[src/rtl/mips_multicycle_control.sv]
// Multi-cycle MIPS main control FSM: sequences fetch/decode/execute/memory/writeback,
// drives every datapath select and enable, and flags illegal opcodes and memory timeouts.
module mips_multicycle_control #(
    parameter int WAIT_LIMIT = 15
) (
    input  logic       clock,
    input  logic       reset,
    input  logic [5:0] opcode,
    input  logic       mem_ready,
    output logic       pc_write,
    output logic       pc_write_cond,
    output logic [1:0] pc_source,
    output logic       i_or_d,
    output logic       mem_read,
    output logic       mem_write,
    output logic       ir_write,
    output logic       mem_to_reg,
    output logic       reg_write,
    output logic       reg_dst,
    output logic       ula_src_a,
    output logic [1:0] ula_src_b,
    output logic [1:0] ula_operation,
    output logic [3:0] state,
    output logic       illegal_op,
    output logic       mem_timeout
);

    localparam int CNT_W = (WAIT_LIMIT < 1) ? 1 : $clog2(WAIT_LIMIT + 1);
    localparam logic [CNT_W-1:0] LIMIT = CNT_W'(WAIT_LIMIT);

    localparam logic [5:0] OP_RTYPE = 6'b000000;
    localparam logic [5:0] OP_LW    = 6'b100011;
    localparam logic [5:0] OP_SW    = 6'b101011;
    localparam logic [5:0] OP_BEQ   = 6'b000100;
    localparam logic [5:0] OP_ADDI  = 6'b001000;
    localparam logic [5:0] OP_J     = 6'b000010;

    typedef enum logic [3:0] {
        S_FETCH     = 4'd0,
        S_DECODE    = 4'd1,
        S_MEM_ADDR  = 4'd2,
        S_MEM_READ  = 4'd3,
        S_MEM_WB    = 4'd4,
        S_MEM_WRITE = 4'd5,
        S_EXECUTE   = 4'd6,
        S_R_WB      = 4'd7,
        S_BRANCH    = 4'd8,
        S_JUMP      = 4'd9,
        S_ADDI_EXEC = 4'd10,
        S_ADDI_WB   = 4'd11
    } state_t;

    state_t           r_state;
    state_t           w_next;
    logic [CNT_W-1:0] r_count;
    logic             r_illegal;
    logic             r_timeout;
    logic             w_wait_state;
    logic             w_expire;
    logic             w_bad_op;

    assign w_wait_state = (r_state == S_FETCH) || (r_state == S_MEM_READ) ||
                          (r_state == S_MEM_WRITE);
    assign w_expire     = w_wait_state && !mem_ready && (r_count == LIMIT);
    assign w_bad_op     = !((opcode == OP_RTYPE) || (opcode == OP_LW) || (opcode == OP_SW) ||
                            (opcode == OP_BEQ) || (opcode == OP_ADDI) || (opcode == OP_J));

    always_comb begin
        w_next = S_FETCH;
        case (r_state)
            S_FETCH:     w_next = mem_ready ? S_DECODE : S_FETCH;
            S_DECODE: begin
                case (opcode)
                    OP_LW, OP_SW: w_next = S_MEM_ADDR;
                    OP_RTYPE:     w_next = S_EXECUTE;
                    OP_BEQ:       w_next = S_BRANCH;
                    OP_J:         w_next = S_JUMP;
                    OP_ADDI:      w_next = S_ADDI_EXEC;
                    default:      w_next = S_FETCH;
                endcase
            end
            S_MEM_ADDR:  w_next = (opcode == OP_SW) ? S_MEM_WRITE : S_MEM_READ;
            S_MEM_READ:  w_next = mem_ready ? S_MEM_WB : S_MEM_READ;
            S_MEM_WRITE: w_next = mem_ready ? S_FETCH : S_MEM_WRITE;
            S_EXECUTE:   w_next = S_R_WB;
            S_BRANCH:    w_next = S_FETCH;
            S_JUMP:      w_next = S_FETCH;
            S_ADDI_EXEC: w_next = S_ADDI_WB;
            default:     w_next = S_FETCH;
        endcase
    end

    // The wait counter only runs while a wait state is stalled; any progress clears it.
    always_ff @(posedge clock) begin
        if (reset) begin
            r_state   <= S_FETCH;
            r_count   <= '0;
            r_illegal <= 1'b0;
            r_timeout <= 1'b0;
        end else if (w_expire) begin
            r_state   <= S_FETCH;
            r_count   <= '0;
            r_timeout <= 1'b1;
        end else begin
            r_state <= w_next;
            if (w_wait_state && !mem_ready)
                r_count <= r_count + CNT_W'(1);
            else
                r_count <= '0;
            if (r_state == S_DECODE && w_bad_op)
                r_illegal <= 1'b1;
        end
    end

    always_comb begin
        pc_write      = 1'b0;
        pc_write_cond = 1'b0;
        pc_source     = 2'b00;
        i_or_d        = 1'b0;
        mem_read      = 1'b0;
        mem_write     = 1'b0;
        ir_write      = 1'b0;
        mem_to_reg    = 1'b0;
        reg_write     = 1'b0;
        reg_dst       = 1'b0;
        ula_src_a     = 1'b0;
        ula_src_b     = 2'b00;
        ula_operation = 2'b00;
        case (r_state)
            S_FETCH: begin
                mem_read  = 1'b1;
                ula_src_b = 2'b01;
                ir_write  = mem_ready;
                pc_write  = mem_ready;
            end
            S_DECODE:    ula_src_b = 2'b11;
            S_MEM_ADDR, S_ADDI_EXEC: begin
                ula_src_a = 1'b1;
                ula_src_b = 2'b10;
            end
            S_MEM_READ: begin
                mem_read = 1'b1;
                i_or_d   = 1'b1;
            end
            S_MEM_WB: begin
                reg_write  = 1'b1;
                mem_to_reg = 1'b1;
            end
            S_MEM_WRITE: begin
                mem_write = 1'b1;
                i_or_d    = 1'b1;
            end
            S_EXECUTE: begin
                ula_src_a     = 1'b1;
                ula_operation = 2'b10;
            end
            S_R_WB: begin
                reg_write = 1'b1;
                reg_dst   = 1'b1;
            end
            S_BRANCH: begin
                ula_src_a     = 1'b1;
                ula_operation = 2'b01;
                pc_write_cond = 1'b1;
                pc_source     = 2'b01;
            end
            S_JUMP: begin
                pc_write  = 1'b1;
                pc_source = 2'b10;
            end
            S_ADDI_WB:   reg_write = 1'b1;
            default: ;
        endcase
        // An aborting wait cycle must not commit anything; reset kills every strobe.
        if (w_expire) begin
            mem_write = 1'b0;
            ir_write  = 1'b0;
            pc_write  = 1'b0;
        end
        if (reset) begin
            pc_write      = 1'b0;
            pc_write_cond = 1'b0;
            mem_read      = 1'b0;
            mem_write     = 1'b0;
            ir_write      = 1'b0;
            reg_write     = 1'b0;
        end
    end

    assign state       = r_state;
    assign illegal_op  = r_illegal;
    assign mem_timeout = r_timeout;

endmodule
[config.mk]
export PLATFORM = sky130hd
export DESIGN_NAME = mips_multicycle_control
export DESIGN_NICKNAME = d
export VERILOG_FILES = /design/src/rtl/mips_multicycle_control.sv
export SDC_FILE = /design/constraint.sdc
export NUM_CORES = 1
export LEC_CHECK = 0
export BUFFER_PORTS_ARGS = -buffer_cell sky130_fd_sc_hd__clkbuf_2
export CAP_MARGIN = 30
export CORE_MARGIN = 1.5
export CORE_UTILIZATION = 43
export DETAILED_ROUTE_END_ITERATION = 8
export GPL_TIMING_DRIVEN = 0
export PLACE_DENSITY = 0.76
export SKIP_LAST_GASP = 1
export SLEW_MARGIN = 30
export SYNTH_ARGS = -nofsm -noshare
export SYNTH_HDL_FRONTEND = slang
export SYNTH_SLANG_ARGS = --single-unit
[constraint.sdc]
create_clock -name clock -period 1.9 [get_ports clock]
set_clock_uncertainty 0.2 [all_clocks]
set_input_delay 0.475 -clock clock [delete_from_list [all_inputs] [get_ports clock]]
set_output_delay 0.475 -clock clock [all_outputs]
set_load 0.02 [all_outputs]
==> impl_metrics.csv <==
group,metric,value,unit
run_status,status,"complete, but fails checks",
run_status,violations,"setup timing",
hold_path,hp-class,"reg -> reg",
placement,io_buffers,28,
cts,htree_levels,1,
pwr,finalPower,0.593,mW
sta,fmax,428,MHz
synth,synth_cell_types,41,
synth,synth_area_leader_cell,"dfxtp_1",
synth,synth_edf_count,0,
pwr,ir_drop,312,uV
synth,synth_ff_type,"dfxtp_1",
sta,fin_ws,-435,ps
pwr,p_per_area,342,nW/um^2
detailed_routing,routed_wl,5.07,mm
synth,syn_avg_cell_area,7.39,sq um
synth,ys_seq_area_share,24.0,%
cts,cts.path.max_buffers,2,
cells_and_area,drive_above_1_share,62.5,%
cts,cts_tree,"built",
detailed_routing,drc,0,
synth,synth_commonest_cells,"nor2_1 (16), dfxtp_1 (10), nor3_1 (9)",
sta,period_share,123,%
cells_and_area,diodes,0,
cts,cts.clk_slew.worst_paths,70,ps
synth,synth_area,835,sq um
synth,synth_nets,123,
die,placementRows,15,
die,io_pins,31,
cells_and_area,syn_to_final_growth,108,%
critical_path,cp.required,1220,ps
die,initial_core_util,46.8,%
die,fp.dieW,47.1,microns
sta,hold_viol_final,0,
critical_path,arrival,1660,ps
synth,ys_ff_latch,10,
detailed_routing,drt_iter0_drc,71,
grt,grt_pass1_wl,3.66,mm
cts,cts_made_buffers,3,
sta,rsz0062_at_grt,"true",
detailed_routing,dr.pass1.iters,4,
grt,grt_max_degree,11,
grt,antenna_found_initial,0,
grt,grt_overflow,0,
detailed_routing,ant_nets,0,
critical_path,cp-end-kind,"output pin",
sta,max_slew_margin,64.3,%
cts,clk_latency,280,ps
placement,gp_congestion,0.808,
cts,cts_sinks,10,
grt,grt_pass1_vias,776,
sta,setup-violations-final,25,
job,cap_violations,0,
sta,tightest_slew,531,ps
synth,yosysMostFrequentCell,"nor2_1",
die,dieArea,2210,sq um
pwr,leakage,0.692,nW
cells_and_area,fin_nets,179,
grt,globalRouteTotalUtil,23.2,%
sta,fin_crit,2330,ps
placement,hpwl,1.64,mm
die,die_y,47.1,microns
cells_and_area,final_util,97.2,%
synth,async_flop_share,0,%
synth,synth_top_area_share,24.0,%
detailed_routing,wl_per_cell,26.2,microns
detailed_routing,vias,1374,
critical_path,path_class,"reg -> out",
die,core,1780,sq um
synth,synth_warnings,0,
critical_path,crit_path_max_fanout,6,
critical_path,critPathLaunchType,"flip-flop",
synth,yosys-top-cells-area,"dfxtp_1 (24%), nor2_1 (7.2%), nor3_1 (5.4%)",
sta,finalMaxSlewViolations,0,
detailed_routing,vias_per_cell,7.12,
cts,cts_root_buffer,"clkbuf_4",
synth,netlist_instances,113,
[power breakdown]
| group | switching (mW) | total (mW) | internal, mW |
|---|---|---|---|
| clock network | 0.0802 | 0.162 | 0.0815 |
| logic | 0.122 | 0.215 | 0.0931 |
| registers | 0.00529 | 0.217 | 0.212 |
| total | 0.207 | 0.593 | 0.386 |
[layer usage]
layer	up-vias	share of wire, %	track usage, %	wire (microns)
met5	-	0	0	0
met2	149	45	38.4	2300
met3	54	11	2.31	550
met4	0	8.8	6.67	447
li1	527	-	-	-
met1	644	35	31.9	1770
[kinds of logic (layout without fill, tap and decap cells)]
family	count (synthesis)	after routing	synth area share [%]
xor gates and xnor gates	5	5	5.25
AOI/OAI and AO/OA	25	25	21.6
buffers and inverters	12	67	6.60
DFF	10	10	24.0
muxes	1	1	1.20
adders and majority gates	1	1	1.50
and+or+nand+nor	59	59	39.9
[cell type report]
type | count | area (sq um)
buffer | 10 | 163
clock buffer | 4 | 26.3
fill | 30 | 50.0
inverter | 2 | 7.51
multi-input combinational | 91 | 833
sequential | 10 | 213
tap | 25 | 31.3
timing repair buffer | 51 | 459
[worst paths after layout]
kind / start / to / slack (ps) / cells past startpoint
max: state[3] / reg_write / -430 / 7
max reg2reg: state[3] / state[2] / -140 / 6
min: r_count[0] / r_count[0] / 270 / 1
min reg2reg: r_count[0] / r_count[0] / 270 / 1
[what timing repair did]
action                                  in CTS  in global routing
gates cloned                                 0                  3
resized for setup                           31                 58
hold buffers                                 0                  0
endpoints found under the setup margin      16                 19
pin swaps                                    4                 18
setup buffers                                9                 12
[registers in the layout, summed over array words and instances, names as in the netlist]
signal and flops:
state 4, r_count 4, mem_timeout 1, illegal_op 1
[critical path: stages, from the launching register on]
cell,delay (ps)
dfxtp_4,370
buf_8,130
buf_8,140
nand2b_4,100
a21oi_1,220
nor2_1,100
nor2_2,170
buf_6,140
[cell usage in the layout, fill, tap and decap left out, drive strengths merged, types with 2 or more instances in the layout]
cell type	n
or2	2
and3	2
nor4	4
buf	41
nand3	3
inv	2
nor2	16
or3b	2
nor3	9
nand2	3
nor3b	3
xnor2	2
nand2b	7
a211oi	4
clkbuf	24
xor2	3
or3	2
dfxtp	10
nor4b	2
a21oi	8
o21ai	4
[per-stage QoR]
step	instances	setup slack, ps	hold WS, ps	TNS, ps	cell area [sq um]
finish	193	-435	269	-4410	1730
CTS	179	-316	257	-2790	1410
detailed placement	166	-316	243	-963	1200
global route	193	-466	297	-5410	1730
floorplan	113	-113	218	-247	1020
global placement	166	-307	229	-881	1200
(Power assumes the default switching activity.)
